### config.mk
export PLATFORM = sky130hd
export DESIGN_NAME = pipe_stage_buf
export DESIGN_NICKNAME = d
export VERILOG_FILES = /design/src/rtl/pipe_stage_buf.sv
export SDC_FILE = /design/constraint.sdc
export NUM_CORES = 1
export LEC_CHECK = 0
export CORE_ASPECT_RATIO = 0.5
export CORE_MARGIN = 3
export CORE_UTILIZATION = 50
export CTS_CLUSTER_SIZE = 14
export DETAILED_ROUTE_END_ITERATION = 6
export GPL_TIMING_DRIVEN = 0
export PLACE_DENSITY_LB_ADDON = 0.15
export SKIP_CTS_REPAIR_TIMING = 1
export SYNTH_ARGS = -nofsm -noshare
export SYNTH_HDL_FRONTEND = slang
export SYNTH_SLANG_ARGS = --single-unit
export TNS_END_PERCENT = 20
### constraint.sdc
create_clock -name CLK -period 6.99 [get_ports CLK]
set_input_delay 1.7475 -clock CLK [delete_from_list [all_inputs] [get_ports CLK]]
set_output_delay 1.7475 -clock CLK [all_outputs]
set_load 0.05 [all_outputs]
### src/rtl/pipe_stage_buf.sv
// Pipeline stage register with valid/ready handshake, flush and an optional skid entry.
// A saturating counter records how many cycles the output was held back by downstream.
module pipe_stage_buf #(
    parameter int unsigned WIDTH = 64,
    parameter int unsigned SKID  = 1,
    parameter int unsigned CNT_W = 16
) (
    input  logic             CLK,
    input  logic             Reset,
    input  logic             Flush,
    input  logic             InValid,
    output logic             InReady,
    input  logic [WIDTH-1:0] InData,
    output logic             OutValid,
    input  logic             OutReady,
    output logic [WIDTH-1:0] OutData,
    output logic [CNT_W-1:0] StallCnt
);

    typedef enum logic [1:0] {
        ST_EMPTY = 2'd0,
        ST_BUSY  = 2'd1,
        ST_FULL  = 2'd2
    } state_e;

    state_e             state_q, state_d;
    logic [WIDTH-1:0]   main_q, main_d;
    logic [WIDTH-1:0]   skid_q, skid_d;
    logic [CNT_W-1:0]   stall_cnt_q, stall_cnt_d;

    logic in_fire;
    logic out_fire;
    logic stall;

    // Without a skid entry, ready must look through to OutReady so a full
    // register can be replaced in the same cycle it drains.
    always_comb begin
        OutValid = (state_q != ST_EMPTY);
        OutData  = main_q;
        StallCnt = stall_cnt_q;
        if (SKID != 0) begin
            InReady = (state_q != ST_FULL);
        end else begin
            InReady = !OutValid || OutReady;
        end
        in_fire  = InValid && InReady;
        out_fire = OutValid && OutReady;
        stall    = OutValid && !OutReady;
    end

    // NOTE: every signal written here gets a default first, so no path can leave a latch behind.
    always_comb begin
        state_d = state_q;
        main_d  = main_q;
        skid_d  = skid_q;

        case (state_q)
            ST_EMPTY: begin
                if (in_fire) begin
                    state_d = ST_BUSY;
                    main_d  = InData;
                end
            end
            ST_BUSY: begin
                if (in_fire && out_fire) begin
                    main_d = InData;
                end else if (in_fire && (SKID != 0)) begin
                    state_d = ST_FULL;
                    skid_d  = InData;
                end else if (out_fire) begin
                    state_d = ST_EMPTY;
                end
            end
            ST_FULL: begin
                // The skid word is always the younger one, so it moves up on drain.
                if (out_fire) begin
                    state_d = ST_BUSY;
                    main_d  = skid_q;
                end
            end
            default: begin
                state_d = ST_EMPTY;
            end
        endcase

        // Flush squashes everything held and drops the word offered this cycle;
        // the data registers simply keep their stale contents.
        if (Flush) begin
            state_d = ST_EMPTY;
            main_d  = main_q;
            skid_d  = skid_q;
        end
    end

    always_comb begin
        stall_cnt_d = stall_cnt_q;
        if (stall && (stall_cnt_q != {CNT_W{1'b1}})) begin
            stall_cnt_d = stall_cnt_q + CNT_W'(1);
        end
    end

    // NOTE: sequential state uses non-blocking assignments so all flops see pre-edge values.
    // NOTE: the data registers are reset too, since OutData must read zero out of reset.
    always_ff @(posedge CLK or posedge Reset) begin
        if (Reset) begin
            state_q     <= ST_EMPTY;
            main_q      <= '0;
            skid_q      <= '0;
            stall_cnt_q <= '0;
        end else begin
            state_q     <= state_d;
            main_q      <= main_d;
            skid_q      <= skid_d;
            stall_cnt_q <= stall_cnt_d;
        end
    end

endmodule

==> flow_summary.ini <==
[final_layout]
final_nets = 670
fillers = 857
final_common_cell = clkdlybuf4s50_1
most-common-layout-cells = clkdlybuf4s50_1 (150), dfrtp_1 (146), mux2_2 (144), mux2_1 (49), clkbuf_16 (17)
diodes = 0
final_cell_area_mm2 = 0.00882
layout-drive-gt1-share_pct = 33.0
area_growth_pct = 37.2

[floorplanning]
die_y_um = 86.2
ioPinCount = 151
core_area_mm2 = 0.0122
std_cell_rows = 28
initial_utilization_pct = 52.7
dieArea_mm2 = 0.0143
die_x_um = 166

[global_route]
grt_use_met1_pct = 24.8
grt_start_max_net_pins = 82
grt_pass1_vias = 4349
grt_pass1_wl_um = 22100
gr-usage-all-layers_pct = 19.3
antenna_found_initial = 0
grt-ovfl-total = 0
grt.busiest_layer = met2
grtUsageMet3_pct = 5.65
use_met2_pct = 33.2

[cts]
cts_buffers = 17
clockRootBuffer = clkbuf_16
insertion_delay_ns = 0.40
clk_path_buf_depth = 2
cts.clk_slew.worst_paths_ns = 0.06
cts.sinks = 146
htree_levels = 4
cts_tree = done

[setup_path]
max_stage_delay_ns = 0.92
path_buf_inv = 2
crit_type = reg -> out
critPathRequiredTime_ns = 5.24
crit_path_cell_trace = nand2b_1 > clkbuf_1 > clkdlybuf4s50_1
r2r_slack_ns = 4.98
worstPathMaxFanout = 10
crit_path_end_kind = primary output
cp_slowest_cell = clkdlybuf4s50_1
path_delay_family = buffers and inverters
arrival_ns = 2.40
startpoint_type = register

[placed_design]
globalplace.congestion = 0.833
dpl-instance-area_mm2 = 0.00817
hpwl_um = 9380
pre_cts_slack_ns = 3.28
port_buffers = 150

[run]
cap_violations = 0

[sta]
finalCriticalPeriod_ns = 4.14
fin_crit_sh_pct = 59.3
worst_slew_pin_slew_ns = 0.608
hold_slack_ns = 0.488
hold_viol_final = 0
fin_worst_skew_ns = 0.0114
setup_viol = 0
slew_headroom_pct = 59.5
rsz0062_at_grt = false
fin_ws_ns = 2.85
fmax_mhz = 241
slew_violations = 0

[route]
drt-total-wl_um = 13300
routed_via_density = 5.21
wire_per_inst_um = 17.1
ant_nets = 0
drtPass1Iterations = 4
drt_iter0_drc = 126
dr_total_vias = 4055
drc = 0

[yosys]
synth-seq-area-share_pct = 56.8
syn_area_mm2 = 0.00643
synth_cell_types = 36
syn_area_per_cell_um2 = 14.9
yosysWarnings = 0
syn_nets = 500
syn_inst = 430
postSynthRegisterBits = 146

[power_and_ir_drop]
power_w = 0.00299
powerDensity_mw_per_mm2 = 339
peakVddDrop_mv = 0.228
cellLeakagePower_nw = 3.80

[min_path]
hold_class = reg -> reg

[run_status]
outcome = completed
## where the power goes
group          internal [W]  switching [W]  leakage (nW)  total [W]
Combinational      0.000356       0.000485          1.71   0.000840
Sequential          0.00104       0.000111          1.78    0.00115
Clock              0.000646       0.000351         0.307   0.000997
## cell usage after synthesis
master / number / share of area (%)
a21boi_0: 1 / 0.12
a21oi_1: 1 / 0.078
and2_1: 1 / 0.097
and3_1: 2 / 0.19
buf_2: 14 / 1.1
buf_4: 5 / 0.58
clkbuf_1: 2 / 0.12
dfrtp_1: 146 / 57
ha_1: 1 / 0.19
inv_1: 2 / 0.12
mux2_1: 49 / 8.6
mux2_2: 144 / 25
mux2_4: 1 / 0.23
mux2i_1: 1 / 0.16
nand2_1: 6 / 0.35
nand2b_1: 1 / 0.097
nand3_1: 6 / 0.47
nand4_1: 4 / 0.39
nand4_2: 2 / 0.39
nand4bb_1: 1 / 0.18
nor2_1: 8 / 0.47
nor2_2: 1 / 0.097
nor2b_1: 1 / 0.097
nor3_1: 2 / 0.16
nor3b_1: 1 / 0.12
nor4_1: 4 / 0.39
nor4_4: 1 / 0.33
nor4b_1: 2 / 0.27
o21a_1: 1 / 0.12
o21bai_1: 2 / 0.23
or2_2: 1 / 0.097
or3_1: 1 / 0.097
or3b_2: 1 / 0.14
or4_1: 1 / 0.12
xnor2_1: 4 / 0.55
xor2_1: 9 / 1.2
## stage by stage
stage / util, % / std cells / TNS, ns
finish: 72.3 / 778 / 0
global route: 72.3 / 778 / 0
CTS: 72.3 / 778 / 0
detailed placement: 67.0 / 746 / 0
global placement: 66.7 / 745 / -116.24
floorplan: - / 430 / 0
## area by class of cell
type                       count  area, um^2  area share [%]
clock inverter                12         204            2.31
inverter                       2        12.5           0.142
sequential                   146        3650            41.4
timing repair buffer         151        1530            17.3
clock buffer                  20         447            5.07
multi-input combinational    261        2650            30.1
buffer                        21         115            1.31
tap                          165         206            2.34
## registers in the layout, summed over array words and instances, names as in the netlist
signal / count
skid_q: 64
OutData: 64
state_q: 2
StallCnt: 16
## path summary, 6_finish.rpt
check	start	end	cells past startpoint
worst max register to register	StallCnt[0]	StallCnt[1]	5
min in group asynchronous	Reset	StallCnt[0]	2
worst min register to register	OutData[57]	OutData[57]	1
worst max-delay path	state_q[0]	InReady	3
worst min-delay path	OutData[57]	OutData[57]	1
max in group asynchronous	Reset	OutData[39]	3
## per-layer routing
metal	vias up	wire length, um
met4	0	57
met3	6	628
li1	1892	-
met1	2067	6010
met5	-	0
met2	90	6600
## cells by family after synthesis
group | count (synthesis) | synth area share (%)
flops | 146 | 56.8
buf+inv | 23 | 1.91
compound gates | 5 | 0.545
fa+ha+maj | 1 | 0.195
mux | 195 | 34.2
simple gates | 47 | 4.54
xor+xnor | 13 | 1.77
No activity file was read; power rests on OpenSTA's default activity.
